`src/rtl/node_cfg_loader_pkg.sv`:
```
// ---------------------------------------------------------------------------
// node_cfg_pkg
// Shared definitions for the boot-time configuration loader:
//   - state_t      : loader FSM states
//   - page_t       : one 8-byte EEPROM configuration page (byte 0 in [0])
//   - OFS_*        : byte offsets inside the page
//   - DEF_*        : default magic byte and receiver node IDs
//   - page_xor()   : XOR of all eight page bytes (zero on a consistent page)
// ---------------------------------------------------------------------------
package node_cfg_pkg;

  typedef enum logic [2:0] {
    ST_INIT_WAIT,
    ST_REQ,
    ST_WAIT_DONE,
    ST_CHECK,
    ST_RETRY_GAP,
    ST_DONE,
    ST_FAIL
  } state_t;

  localparam int PAGE_BYTES = 8;

  typedef logic [PAGE_BYTES-1:0][7:0] page_t;

  localparam logic [2:0] OFS_NODE_ID = 3'd0;
  localparam logic [2:0] OFS_MAGIC   = 3'd1;
  localparam logic [2:0] OFS_FLAGS   = 3'd2;
  localparam logic [2:0] OFS_CSUM    = 3'd7;

  localparam logic [7:0] DEF_CFG_MAGIC     = 8'hA5;
  localparam logic [7:0] DEF_RECEIVER_ID_1 = 8'd2;
  localparam logic [7:0] DEF_RECEIVER_ID_2 = 8'd3;

  // The checksum byte is chosen so that this reduction is zero.
  function automatic logic [7:0] page_xor(input page_t p);
    return p[0] ^ p[1] ^ p[2] ^ p[3] ^ p[4] ^ p[5] ^ p[6] ^ p[7];
  endfunction

endpackage

```
`src/rtl/node_cfg_loader_if.sv`:
```
// ---------------------------------------------------------------------------
// node_cfg_loader_if
// Handshake between the configuration loader and the EEPROM page reader.
//   start : one-cycle read request from the loader
//   busy  : reader cannot accept a request
//   done  : one-cycle completion pulse; page is valid in that cycle
//   page  : the eight bytes read from the EEPROM
// master = loader side, slave = reader side.
// ---------------------------------------------------------------------------
interface node_cfg_loader_if;

  logic               start;
  logic               busy;
  logic               done;
  node_cfg_pkg::page_t page;

  modport master (output start, input busy, input done, input page);
  modport slave  (input start, output busy, output done, output page);

endinterface

```
`src/rtl/node_cfg_loader_page_check.sv`:
```
// ---------------------------------------------------------------------------
// cfg_page_check
// Combinational validation of a captured configuration page.
//   page    : eight shadow bytes (byte 0 in page[0])
//   page_ok : magic byte matches CFG_MAGIC and the XOR of all bytes is zero
// ---------------------------------------------------------------------------
module cfg_page_check
  import node_cfg_pkg::*;
#(
  parameter logic [7:0] CFG_MAGIC = DEF_CFG_MAGIC
) (
  input  page_t page,
  output logic  page_ok
);

  assign page_ok = (page[OFS_MAGIC] == CFG_MAGIC) && (page_xor(page) == 8'h00);

endmodule

```
`src/rtl/node_cfg_loader.sv`:
```
// ---------------------------------------------------------------------------
// node_cfg_loader
// Boot-time configuration sequencer. After a power-up settle delay it asks
// the EEPROM reader for one page, waits for it with a timeout, validates it
// and publishes node ID / flags / receiver role. Failed attempts are retried
// after an idle gap until MAX_ATTEMPTS is reached.
// Ports:
//   clk, reset     : clock, synchronous active-high reset
//   i_reload       : re-run the load (honoured only in DONE or FAIL)
//   eeprom         : request/response handshake to the page reader
//   o_node_id      : validated page byte 0
//   o_flags        : validated page byte 2
//   o_is_receiver  : node ID is one of the two receiver IDs
//   o_cfg_valid    : configuration outputs are valid
//   o_cfg_error    : all attempts failed
//   o_loading      : high while the loader is not in DONE or FAIL
//   o_attempts     : failed attempts so far
// ---------------------------------------------------------------------------
module node_cfg_loader
  import node_cfg_pkg::*;
#(
  parameter int unsigned INIT_WAIT_CYCLES = 10000000,
  parameter int unsigned TIMEOUT_CYCLES   = 2000000,
  parameter int unsigned RETRY_GAP_CYCLES = 200000,
  parameter int unsigned MAX_ATTEMPTS     = 3,
  parameter logic [7:0]  CFG_MAGIC        = DEF_CFG_MAGIC,
  parameter logic [7:0]  RECEIVER_ID_1    = DEF_RECEIVER_ID_1,
  parameter logic [7:0]  RECEIVER_ID_2    = DEF_RECEIVER_ID_2
) (
  input  logic              clk,
  input  logic              reset,
  input  logic              i_reload,
  node_cfg_loader_if.master eeprom,
  output logic [7:0]        o_node_id,
  output logic [7:0]        o_flags,
  output logic              o_is_receiver,
  output logic              o_cfg_valid,
  output logic              o_cfg_error,
  output logic              o_loading,
  output logic [3:0]        o_attempts
);

  localparam logic [31:0] INIT_LAST     = 32'(INIT_WAIT_CYCLES - 1);
  localparam logic [31:0] TIMEOUT_LAST  = 32'(TIMEOUT_CYCLES - 1);
  localparam logic [31:0] GAP_LAST      = 32'(RETRY_GAP_CYCLES - 1);
  localparam logic [3:0]  ATTEMPT_LIMIT = 4'(MAX_ATTEMPTS);

  state_t      state;
  state_t      state_d;
  // Wait, timeout and gap intervals never overlap, so one counter serves all
  // three; it restarts from zero on every state change.
  logic [31:0] cnt;
  page_t       shadow;
  logic        timed_out;
  logic        start_q;
  logic        page_ok;
  logic [3:0]  attempts_inc;

  logic        start_d;
  logic        latch_page;
  logic        timeout_hit;
  logic        attempt_pass;
  logic        attempt_fail;
  logic        reload_hit;

  cfg_page_check #(
    .CFG_MAGIC (CFG_MAGIC)
  ) u_page_check (
    .page    (shadow),
    .page_ok (page_ok)
  );

  assign attempts_inc = o_attempts + 4'd1;
  assign eeprom.start = start_q;

  always_ff @(posedge clk) begin
    if (reset) begin
      state <= ST_INIT_WAIT;
    end else begin
      state <= state_d;
    end
  end

  // NOTE: every signal driven here gets a default before the case statement;
  // a path that leaves one unassigned would infer a latch.
  always_comb begin
    state_d      = state;
    start_d      = 1'b0;
    latch_page   = 1'b0;
    timeout_hit  = 1'b0;
    attempt_pass = 1'b0;
    attempt_fail = 1'b0;
    reload_hit   = 1'b0;
    case (state)
      ST_INIT_WAIT: begin
        if (cnt == INIT_LAST) state_d = ST_REQ;
      end
      ST_REQ: begin
        if (!eeprom.busy) begin
          start_d = 1'b1;
          state_d = ST_WAIT_DONE;
        end
      end
      ST_WAIT_DONE: begin
        // A completion in the timeout cycle still counts as a completion.
        if (eeprom.done) begin
          latch_page = 1'b1;
          state_d    = ST_CHECK;
        end else if (cnt == TIMEOUT_LAST) begin
          timeout_hit = 1'b1;
          state_d     = ST_CHECK;
        end
      end
      ST_CHECK: begin
        if (page_ok && !timed_out) begin
          attempt_pass = 1'b1;
          state_d      = ST_DONE;
        end else begin
          attempt_fail = 1'b1;
          state_d      = (attempts_inc == ATTEMPT_LIMIT) ? ST_FAIL : ST_RETRY_GAP;
        end
      end
      ST_RETRY_GAP: begin
        if (cnt == GAP_LAST) state_d = ST_REQ;
      end
      ST_DONE, ST_FAIL: begin
        if (i_reload) begin
          reload_hit = 1'b1;
          state_d    = ST_REQ;
        end
      end
      default: state_d = ST_INIT_WAIT;
    endcase
  end

  // NOTE: state is updated with non-blocking assignments so every register
  // in this block sees the pre-edge values of the others.
  always_ff @(posedge clk) begin
    if (reset) begin
      cnt           <= '0;
      // NOTE: the page shadow is only eight bytes of flops, not a RAM, so it
      // is cleared with everything else and never exposes stale data.
      shadow        <= '0;
      timed_out     <= 1'b0;
      start_q       <= 1'b0;
      o_node_id     <= '0;
      o_flags       <= '0;
      o_is_receiver <= 1'b0;
      o_cfg_valid   <= 1'b0;
      o_cfg_error   <= 1'b0;
      o_loading     <= 1'b0;
      o_attempts    <= '0;
    end else begin
      cnt       <= (state_d != state) ? '0 : cnt + 32'd1;
      start_q   <= start_d;
      // Registered from the next state so it is 0 while reset is held.
      o_loading <= !(state_d inside {ST_DONE, ST_FAIL});

      if (latch_page) begin
        shadow    <= eeprom.page;
        timed_out <= 1'b0;
      end
      if (timeout_hit) timed_out <= 1'b1;

      if (attempt_pass) begin
        o_node_id     <= shadow[OFS_NODE_ID];
        o_flags       <= shadow[OFS_FLAGS];
        o_is_receiver <= (shadow[OFS_NODE_ID] == RECEIVER_ID_1) ||
                         (shadow[OFS_NODE_ID] == RECEIVER_ID_2);
        o_cfg_valid   <= 1'b1;
        o_cfg_error   <= 1'b0;
      end
      if (attempt_fail) begin
        o_attempts <= attempts_inc;
        if (attempts_inc == ATTEMPT_LIMIT) o_cfg_error <= 1'b1;
      end
      // Node ID, flags and role deliberately survive a reload.
      if (reload_hit) begin
        o_cfg_valid <= 1'b0;
        o_cfg_error <= 1'b0;
        o_attempts  <= '0;
      end
    end
  end

endmodule

```
`src/flat_wrapper.sv`:
```
// flat-port wrapper written by rule: the top's interface ports become plain ports
module node_cfg_loader_flat import node_cfg_pkg::*;
#(
  parameter int unsigned INIT_WAIT_CYCLES = 10000000,
  parameter int unsigned TIMEOUT_CYCLES   = 2000000,
  parameter int unsigned RETRY_GAP_CYCLES = 200000,
  parameter int unsigned MAX_ATTEMPTS     = 3,
  parameter logic [7:0]  CFG_MAGIC        = DEF_CFG_MAGIC,
  parameter logic [7:0]  RECEIVER_ID_1    = DEF_RECEIVER_ID_1,
  parameter logic [7:0]  RECEIVER_ID_2    = DEF_RECEIVER_ID_2
)
  (clk, reset, i_reload, o_node_id, o_flags, o_is_receiver, o_cfg_valid, o_cfg_error, o_loading, o_attempts, eeprom_start, eeprom_busy, eeprom_done, eeprom_page);
  node_cfg_loader_if eeprom_i ();
  input  logic clk;
  input  logic reset;
  input  logic i_reload;
  output logic [7:0] o_node_id;
  output logic [7:0] o_flags;
  output logic o_is_receiver;
  output logic o_cfg_valid;
  output logic o_cfg_error;
  output logic o_loading;
  output logic [3:0] o_attempts;
  output wire logic [$bits(eeprom_i.start)-1:0] eeprom_start;
  input wire logic [$bits(eeprom_i.busy)-1:0] eeprom_busy;
  input wire logic [$bits(eeprom_i.done)-1:0] eeprom_done;
  input wire logic [$bits(eeprom_i.page)-1:0] eeprom_page;
  assign eeprom_start = eeprom_i.start;
  assign eeprom_i.busy = eeprom_busy;
  assign eeprom_i.done = eeprom_done;
  assign eeprom_i.page = eeprom_page;
  node_cfg_loader #(.INIT_WAIT_CYCLES(INIT_WAIT_CYCLES), .TIMEOUT_CYCLES(TIMEOUT_CYCLES), .RETRY_GAP_CYCLES(RETRY_GAP_CYCLES), .MAX_ATTEMPTS(MAX_ATTEMPTS), .CFG_MAGIC(CFG_MAGIC), .RECEIVER_ID_1(RECEIVER_ID_1), .RECEIVER_ID_2(RECEIVER_ID_2)) u_core (.clk(clk), .reset(reset), .i_reload(i_reload), .eeprom(eeprom_i), .o_node_id(o_node_id), .o_flags(o_flags), .o_is_receiver(o_is_receiver), .o_cfg_valid(o_cfg_valid), .o_cfg_error(o_cfg_error), .o_loading(o_loading), .o_attempts(o_attempts));
endmodule
```
`config.mk`:
```
export PLATFORM = sky130hd
export DESIGN_NAME = node_cfg_loader_flat
export DESIGN_NICKNAME = d
export VERILOG_FILES = /design/src/rtl/node_cfg_loader_pkg.sv /design/src/rtl/node_cfg_loader_if.sv /design/src/rtl/node_cfg_loader_page_check.sv /design/src/rtl/node_cfg_loader.sv /design/src/flat_wrapper.sv
export SDC_FILE = /design/constraint.sdc
export NUM_CORES = 1
export LEC_CHECK = 0
export CAP_MARGIN = 20
export CORE_AREA = 2 2 105 107
export DETAILED_ROUTE_END_ITERATION = 10
export DIE_AREA = 0 0 107 109
export PLACE_DENSITY = 0.79
export SYNTH_ARGS = -nofsm -noshare
export SYNTH_HDL_FRONTEND = slang
export SYNTH_SLANG_ARGS = --single-unit
```
`constraint.sdc`:
```
create_clock -name clk -period 2.66 [get_ports clk]
set_input_delay 0.266 -clock clk [delete_from_list [all_inputs] [get_ports clk]]
set_output_delay 0.266 -clock clk [all_outputs]
set_load 0.02 [all_outputs]
```
After elaboration in Yosys (flattened, before gate mapping) --
Cells that the tools add are included.
Word-level totals: input port bits 69, output and inout bits 25, register bits after elaboration 125
Operators by class: add/subtract/negate cells 2, eq/ne operators 16, muxes and demuxes 26, reduce and logical (&&, ||, !) cells 13, bitwise operators 8
Operator list (number):
- $xor 8x8->8 | 7
- $add 32x1->32 const B | 1
- $eq 32x18->1 const B | 1
- $eq 32x21->1 const B | 1
- $eq 32x24->1 const B | 1
- $mux 3 | 7
- $pmux 3 s6 | 1
- $mux 1 | 17
- $eq 8x2->1 const B | 2
- $eq 3x3->1 const B | 5
- $eq 8x8->1 const B | 1
- $logic_not 8->1 | 1
- $reduce_or 2->1 | 4
- $eq 3x2->1 const B | 2
- $add 4x1->4 const B | 1
- $eq 4x2->1 const B | 1
- $reduce_bool 2->1 | 2
- $eq 3x1->1 const B | 1
- $logic_not 3->1 | 1
- $ne 3x3->1 | 1
- $logic_and 1x1->1 | 2
- $logic_not 1->1 | 2
- $mux 2 | 1
- $logic_or 1x1->1 | 1
- $not 1->1 | 1

Depth between registers and ports, before layout --
Gate-level depths: netlist of run 1.
depth in word-level cells 15, gate-level depth with buffers 9

Hierarchy --
Synthesis of run 1 repeated with hierarchy kept, for this count alone.
Unflattened totals: cells, all modules 660, area total of the unflattened synthesis 5437.7 µm²
Modules (own cells, without submodules):
- node_cfg_loader | instances 1, area each 4903.5 µm², cells an instance 598
- cfg_page_check | instances 1, area each 534.3 µm², cells an instance 62

Worst setup path before layout of run 1 --
Ideal clock, no wire load.
path type reg2reg, start point reg u_core.cnt[0], end point reg u_core.cnt[11], data required time 2.545 ns, buffers on the path 1, period minus slack after synthesis 2.162 ns, path slack 0.498 ns, library setup time 0.115 ns, stages on the path, launching flop included 10, arrival time 2.048 ns, path through dfxtp_1 -> ha_1 -> and4_1 -> nand2_1 -> or4_1 -> a32oi_2 -> and2_1 -> a311o_2 -> buf_6 -> nor2_1
On the way: longest elaborated chain between the ends 6, elaborated cells on any way between the ends 11
Ends and longest elaborated chain:
- start: declaration | RTL line node_cfg_loader.sv:52 | logic [31:0] cnt;
- start signal: assignment | RTL line node_cfg_loader.sv:154 | cnt <= (state_d != state) ? '0 : cnt + 32'd1;
- $eq 32x21->1 | RTL line node_cfg_loader.sv:109 | end else if (cnt == TIMEOUT_LAST) begin
- $mux 3 | RTL line node_cfg_loader.sv:109
- $mux 3 | RTL line node_cfg_loader.sv:106 | if (eeprom.done) begin
- $pmux 3 s6 | RTL line node_cfg_loader.sv:94 | case (state)
- $ne 3x3->1 | RTL line node_cfg_loader.sv:154
- $reduce_or 2->1 (no source line)
Parallel ways exist; a longest one is shown, timed or not. A chain may end at the register's enable or synchronous reset.

Final worst setup path of run 1 --
start point reg u_core.cnt[29], end point reg u_core.cnt[12]
On the way: longest elaborated chain between the ends 6, elaborated cells on any way between the ends 10
Ends and longest elaborated chain (RTL line):
- $eq 32x21->1 | node_cfg_loader.sv:109
- $mux 3 | node_cfg_loader.sv:109
- $mux 3 | node_cfg_loader.sv:106
- $pmux 3 s6 (*) | node_cfg_loader.sv:94
- $ne 3x3->1 (*) | node_cfg_loader.sv:154
- $reduce_or 2->1 (no source line) (*)
Mark *: on every way between the ends. The rest lies on a longest branch, timed or not.

==> results.toml, run 1 <==
[power_and_ir_drop]
p_leak_nw = 2.548
power_density_nw_per_um2 = 609.9
vdd_drop_max_v = 0.0003283

[logic_synthesis]
ys.flop_type = "dfxtp_1"
synth_compound_area_share_pct = 9.399
yosysMostFrequentCell = "nand2_1"
synth_warnings = 0
synth_edf_count = 0
synth_adder_area_share_pct = 0.6860
synth.distinct_cells = 47
ys_top_cells_by_area = "dfxtp_1 46%, xnor2_1 11%, nand2_1 10%"
synthTopCellsByCount = "149 x nand2_1, 125 x dfxtp_1, 72 x a21oi_1, 69 x xnor2_1, 67 x nor2_1"
synth.largest_area_cell = "dfxtp_1"
synth_simple_gate_area_share_pct = 24.35
synthMuxAreaShare_pct = 3.133
synth_xor_area_share_pct = 13.77
synth_top_family_by_area = "simple AND/OR/NAND/NOR gates"
avgSynthCellArea_um2 = 8.366
netlist.area_leader.share_pct = 45.74
ys_seq_area_share_pct = 45.74
synthesis.area_um2 = 5471
syn-num-nets = 726
synth-seq-cells = 125
synthArstFlopShare_pct = 0
synthCells = 654

[setup_path]
crit_type = "flip-flop to flip-flop"
path_cells = "nor4_2 -> nand4_1 -> or4_1 -> a32oi_2 -> and2_1 -> a311o_2 -> buf_12 -> nor2_1"
critPathLaunchType = "flip-flop"
cpPeakStageDelay_ns = 0.57
cp.buffers_inverters = 1
path_delay_family = "simple AND/OR/NAND/NOR gates"
crit_required_ns = 3.07
cp-end-kind = "flip-flop"
slowest_stage = "or4_1"
worstPathArrival_ns = 2.95
path_max_fanout = 25

[grt]
grt_pass1_vias = 4650
grt_max_degree = 83
grt-ovfl-total = 0
antenna_found_initial = 0
grt_use_total_pct = 23.19
grt_pass1_wl_um = 21260

[layout]
drive_gt1_share_pct = 7.105
fillers = 844
regArea_um2 = 2502
area_growth_pct = 30.41
multi_input_comb_area_um2 = 2821
stdcell_area_um2 = 7136
diodes = 0
nNetsFinal = 819

[clocking]
clkTransAtPathRegs_ns = 0.06
cts-buffers-inserted = 17
cts.sinks = 125
ctsHoldBuffers = 0
clk_path_buf_depth = 2
cts_tree = "done"
ctsRootBufferMaster = "clkbuf_8"
clock_latency_ns = 0.52
htreeDepth = 4

[floorplan]
start_util_pct = 51.60
core-area_um2 = 10600
die_x_um = 107
rows = 38
die_h_um = 109
ios = 94
dieArea_um2 = 11660

[sta]
min_period_ns = 2.531
max_freq_mhz = 395.1
drv_slew = 0
tns_ns = 0
relSlewSlack_pct = 44.38
hold_viol_final = 0
finalSetupViolations = 0
fin_skew_ns = 0.008164
final.period_utilization_pct = 95.16
setup_slack_ns = 0.1288
rsz0062_at_grt = "no"
worst_pin_slew_ns = 0.8342

[routing]
vias_per_cell = 5.261
num_vias = 4735
firstDrtPassIters = 5
wire_per_inst_um = 14.41
drt_wl_total_um = 12970
initialDrtViolationCount = 241
drc = 0
ant_nets = 0

[placed_design]
numPortBuffers = 93
place_congestion = 0.8478
place_area_um2 = 6536
hpwl_um = 8885
dp_worst_setup_slack_ns = 0.1603

[status]
status = "finished, final reports clean"

[hold_path]
hp-class = "input port to flip-flop"

[run]
maxCapViolCount = 0
==> layer usage <==
layer	GRT usage, %	up-vias	part of all wire (%)
met5	0	-	0
met3	5.559	21	5.4
met2	39.95	157	50
met1	28.42	2193	43
met4	8.256	0	1.5
li1	-	2364	-
==> cells by family after synthesis <==
group / Yosys count
compound gates: 90
buf+inv: 36
flops: 125
simple gates: 297
fa+ha+maj: 3
xor+xnor: 86
mux: 17
==> worst paths after layout <==
path | startpoint | endpoint | slack, ns | depth (start not counted)
setup / recovery | u_core.cnt[29] | u_core.cnt[12] | 0.13 | 8
setup reg to reg | u_core.cnt[29] | u_core.cnt[12] | 0.13 | 8
hold reg to reg | u_core.o_cfg_valid | u_core.o_cfg_valid | 0.45 | 2
hold / removal | reset | u_core.o_node_id[1] | 0.03 | 2
==> cells in the final DEF (no fill, tap or decap), types with 3 or more instances in the layout <==
| cell type | Yosys | routed |
|---|---|---|
| dfxtp_1 | 125 | 125 |
| clkinv_2 | 0 | 8 |
| and3_1 | 9 | 8 |
| clkbuf_16 | 0 | 16 |
| nor2b_1 | 3 | 3 |
| inv_1 | 6 | 6 |
| xor2_1 | 17 | 17 |
| nor2_1 | 67 | 67 |
| bufinv_16 | 0 | 4 |
| and2_1 | 6 | 6 |
| o22ai_1 | 3 | 3 |
| nor4_1 | 5 | 5 |
| and4_1 | 4 | 4 |
| buf_4 | 0 | 10 |
| nor3_1 | 6 | 6 |
| mux2i_1 | 16 | 16 |
| ha_1 | 3 | 3 |
| nand2_1 | 149 | 149 |
| nand2b_1 | 4 | 4 |
| clkdlybuf4s50_1 | 0 | 92 |
| nand3_1 | 20 | 19 |
| xnor2_1 | 69 | 69 |
| a21oi_1 | 72 | 72 |
| nand4_1 | 10 | 10 |
==> metrics by stage <==
step / power (mW) / hold WS, ns / utilization, % / cells
4_1_cts: 4.378 / 0.005677 / 67.24 / 900
2_1_floorplan: 1.968 / 0.3447 / - / 654
6_report: 4.352 / 0.02633 / 67.30 / 900
5_1_grt: 4.472 / 0.03341 / 67.30 / 900
3_3_place_gp: 2.082 / 0.4378 / 61.65 / 868
3_5_place_dp: 2.084 / 0.4466 / 61.65 / 868
==> state kept, by name, summed over array words and instances (netlist names) <==
name and cells:
u_core.o_attempts 4, u_core.cnt 32, u_core.o_cfg_error 1, u_core.o_is_receiver 1
u_core.state 3, u_core.eeprom.start 1, u_core.o_node_id 8, u_core.o_loading 1
u_core.timed_out 1, u_core.o_flags 8, u_core.shadow 64, u_core.o_cfg_valid 1
==> power breakdown <==
| group | internal [mW] | switching (mW) |
|---|---|---|
| combinational | 0.101 | 0.0599 |
| clock | 1.50 | 0.804 |
| sequential | 1.88 | 0.00470 |
| total | 3.48 | 0.868 |
==> worst reg2reg max path, stage by stage (launching register included) <==
cell and delay [ns]:
dfxtp_1 0.34, nor4_2 0.35, nand4_1 0.23, or4_1 0.57
a32oi_2 0.26, and2_1 0.18, a311o_2 0.23, buf_12 0.20
nor2_1 0.07
==> final cells by class <==
class / count / area share [%]
multi-input cells: 493 / 39.54
flip-flops and latches: 125 / 35.07
repair buffers: 104 / 14.31
clock buffers: 18 / 5.857
clock inverters: 14 / 2.455
well taps: 140 / 2.455
inverters: 6 / 0.3156
==> repair_timing <==
item                                    CTS  global route
hold endpoints to repair                  0             0
setup buffers                             0             0
endpoints found under the setup margin    0            12
resized for setup                         0             1
(Power assumes the default switching activity.)
==> run 2, diff against run 1 <==
- CELL_PAD_IN_SITES_DETAIL_PLACEMENT: unset -> 1
- CELL_PAD_IN_SITES_GLOBAL_PLACEMENT: unset -> 2
- CORE_AREA: 2 2 105 107 -> 2 2 136 138
- CTS_CLUSTER_SIZE: unset -> 30
- DIE_AREA: 0 0 107 109 -> 0 0 138 140
- PLACE_DENSITY: 0.79 -> unset
- PLACE_DENSITY_LB_ADDON: unset -> 0.1
- SKIP_CTS_REPAIR_TIMING: unset -> 1
==> results.toml, run 2 (synthesis gave the netlist of run 1 again) <==
[sta]
final.period_utilization_pct = 90.49
max_freq_mhz = 415.4
drv_slew = 0
finalSetupViolations = 0
min_period_ns = 2.407
fin_skew_ns = 0.008465
tns_ns = 0
rsz0062_at_grt = "no"
hold_viol_final = 0
worst_pin_slew_ns = 0.7272
relSlewSlack_pct = 51.52

[grt]
met3_usage_pct = 4.205
grt_pass1_wl_um = 25030
grt-ovfl-total = 0
grtUsageMet2_pct = 26.92
grt_use_total_pct = 16.27
top_usage_layer = "met2"
grt_max_degree = 66
grt_pass1_vias = 4832
use_met1_pct = 20.87
antenna_found_initial = 0

[floorplan]
dieArea_um2 = 19320
ios = 94
rows = 49
die_x_um = 138
die_h_um = 140
start_util_pct = 30.77
core-area_um2 = 17780

[clocking]
clock_latency_ns = 0.42
cts.sinks = 125
htreeDepth = 4
cts-buffers-inserted = 17
clk_path_buf_depth = 2
clkTransAtPathRegs_ns = 0.05
cts_tree = "done"
ctsRootBufferMaster = "clkbuf_16"

[power_and_ir_drop]
vdd_drop_max_v = 0.0004365
power_density_nw_per_um2 = 581.3
power_mw = 4.208
p_leak_nw = 2.548

[setup_path]
r2r_slack_ns = 0.25
critPathLaunchType = "flip-flop"
worstPathArrival_ns = 2.71
cp-end-kind = "flip-flop"
path_max_fanout = 32
slowest_stage = "or4_1"
path_delay_family = "simple AND/OR/NAND/NOR gates"
cpPeakStageDelay_ns = 0.56
cp.buffers_inverters = 1
path_cells = "nor4_2 -> nand4_1 -> or4_1 -> a32oi_2 -> and2_1 -> a311o_2 -> buf_12 -> nor2_1"
crit_required_ns = 2.96
crit_type = "flip-flop to flip-flop"

[placed_design]
hpwl_um = 10790
numPortBuffers = 93
place_congestion = 0.7789

[routing]
initialDrtViolationCount = 186
firstDrtPassIters = 4
wire_per_inst_um = 15.30
drc = 0
vias_per_cell = 4.714
ant_nets = 0
drt_wl_total_um = 15130
num_vias = 4662

[layout]
largest_register = "u_core.shadow"
layout_common_cells = "149 x nand2_1, 125 x dfxtp_1, 92 x clkdlybuf4s50_1"
final_common_cell = "nand2_1"
drive_gt1_share_pct = 6.579
reg.largest.list = "u_core.shadow (64), u_core.cnt (32)"
nNetsFinal = 823
area_growth_pct = 32.31
diodes = 0
largest_register_ffs = 64

[run]
maxCapViolCount = 0

[status]
status = "finished, final reports clean"

[hold_path]
hp-class = "input port to flip-flop"
==> run 2: cell count changes in the layout (fill, tap and decap cells not counted), moves of 2 or more <==
cell and delta:
buf_4 +3, bufinv_16 -3, clkbuf_1 +4, clkbuf_8 +4, clkinv_2 -8, clkinvlp_4 -2
==> run 2: power breakdown <==
group          internal, mW  total (mW)  leakage, nW  switching, mW
combinational         0.102       0.163         1.28         0.0616
sequential             1.88        1.88         1.01        0.00470
clock                  1.39        2.16        0.265          0.772
==> run 2: metal layers <==
metal | up-vias | wire [um]
li1 | 2371 | -
met1 | 2208 | 7252
met2 | 74 | 7262
met3 | 9 | 494
met4 | 0 | 123
met5 | - | 0
==> run 2: area by class of cell <==
cell class / count / area (um^2)
sequential: 125 / 2502
clock buffer: 27 / 513.0
fill: 2079 / 10540
tap: 229 / 286.5
multi-input combinational: 493 / 2821
timing repair buffer: 108 / 1064
inverter: 6 / 22.52
clock inverter: 1 / 30.03
==> run 2: metrics by stage <==
| step | cells | instance area (um^2) | setup WS (ns) | hold WS, ns | utilization, % |
|---|---|---|---|---|---|
| 2_1_floorplan | 654 | 5472 | 0.4978 | 0.3447 | - |
| 3_3_place_gp | 961 | 6690 | 0.2834 | 0.4368 | 37.63 |
| 3_5_place_dp | 961 | 6690 | 0.2270 | 0.4502 | 37.63 |
| 4_1_cts | 989 | 7233 | 0.2253 | 0.2749 | 40.68 |
| 5_1_grt | 989 | 7239 | 0.07085 | 0.3142 | 40.72 |
| 6_report | 989 | 7239 | 0.2529 | 0.3007 | 40.72 |
==> run 2: worst paths after layout <==
path              depth (start not counted)          endpoint          start
setup / recovery                          8    u_core.cnt[23]  u_core.cnt[7]
hold reg to reg                           1     u_core.cnt[0]  u_core.cnt[0]
hold / removal                            3  u_core.o_loading          reset
setup reg to reg                          8    u_core.cnt[23]  u_core.cnt[7]
==> run 2: worst register-to-register path: stages, from the launching register on <==
cell	delay [ns]
dfxtp_1	0.36
nor4_2	0.33
nand4_1	0.21
or4_1	0.56
a32oi_2	0.26
and2_1	0.17
a311o_2	0.14
buf_12	0.19
nor2_1	0.08
==> run 3, diff against run 2 <==
- GPL_ROUTABILITY_DRIVEN: unset -> 0
==> results of run 3 <==
Final layout, timing and power as in run 2 (identical DEF).
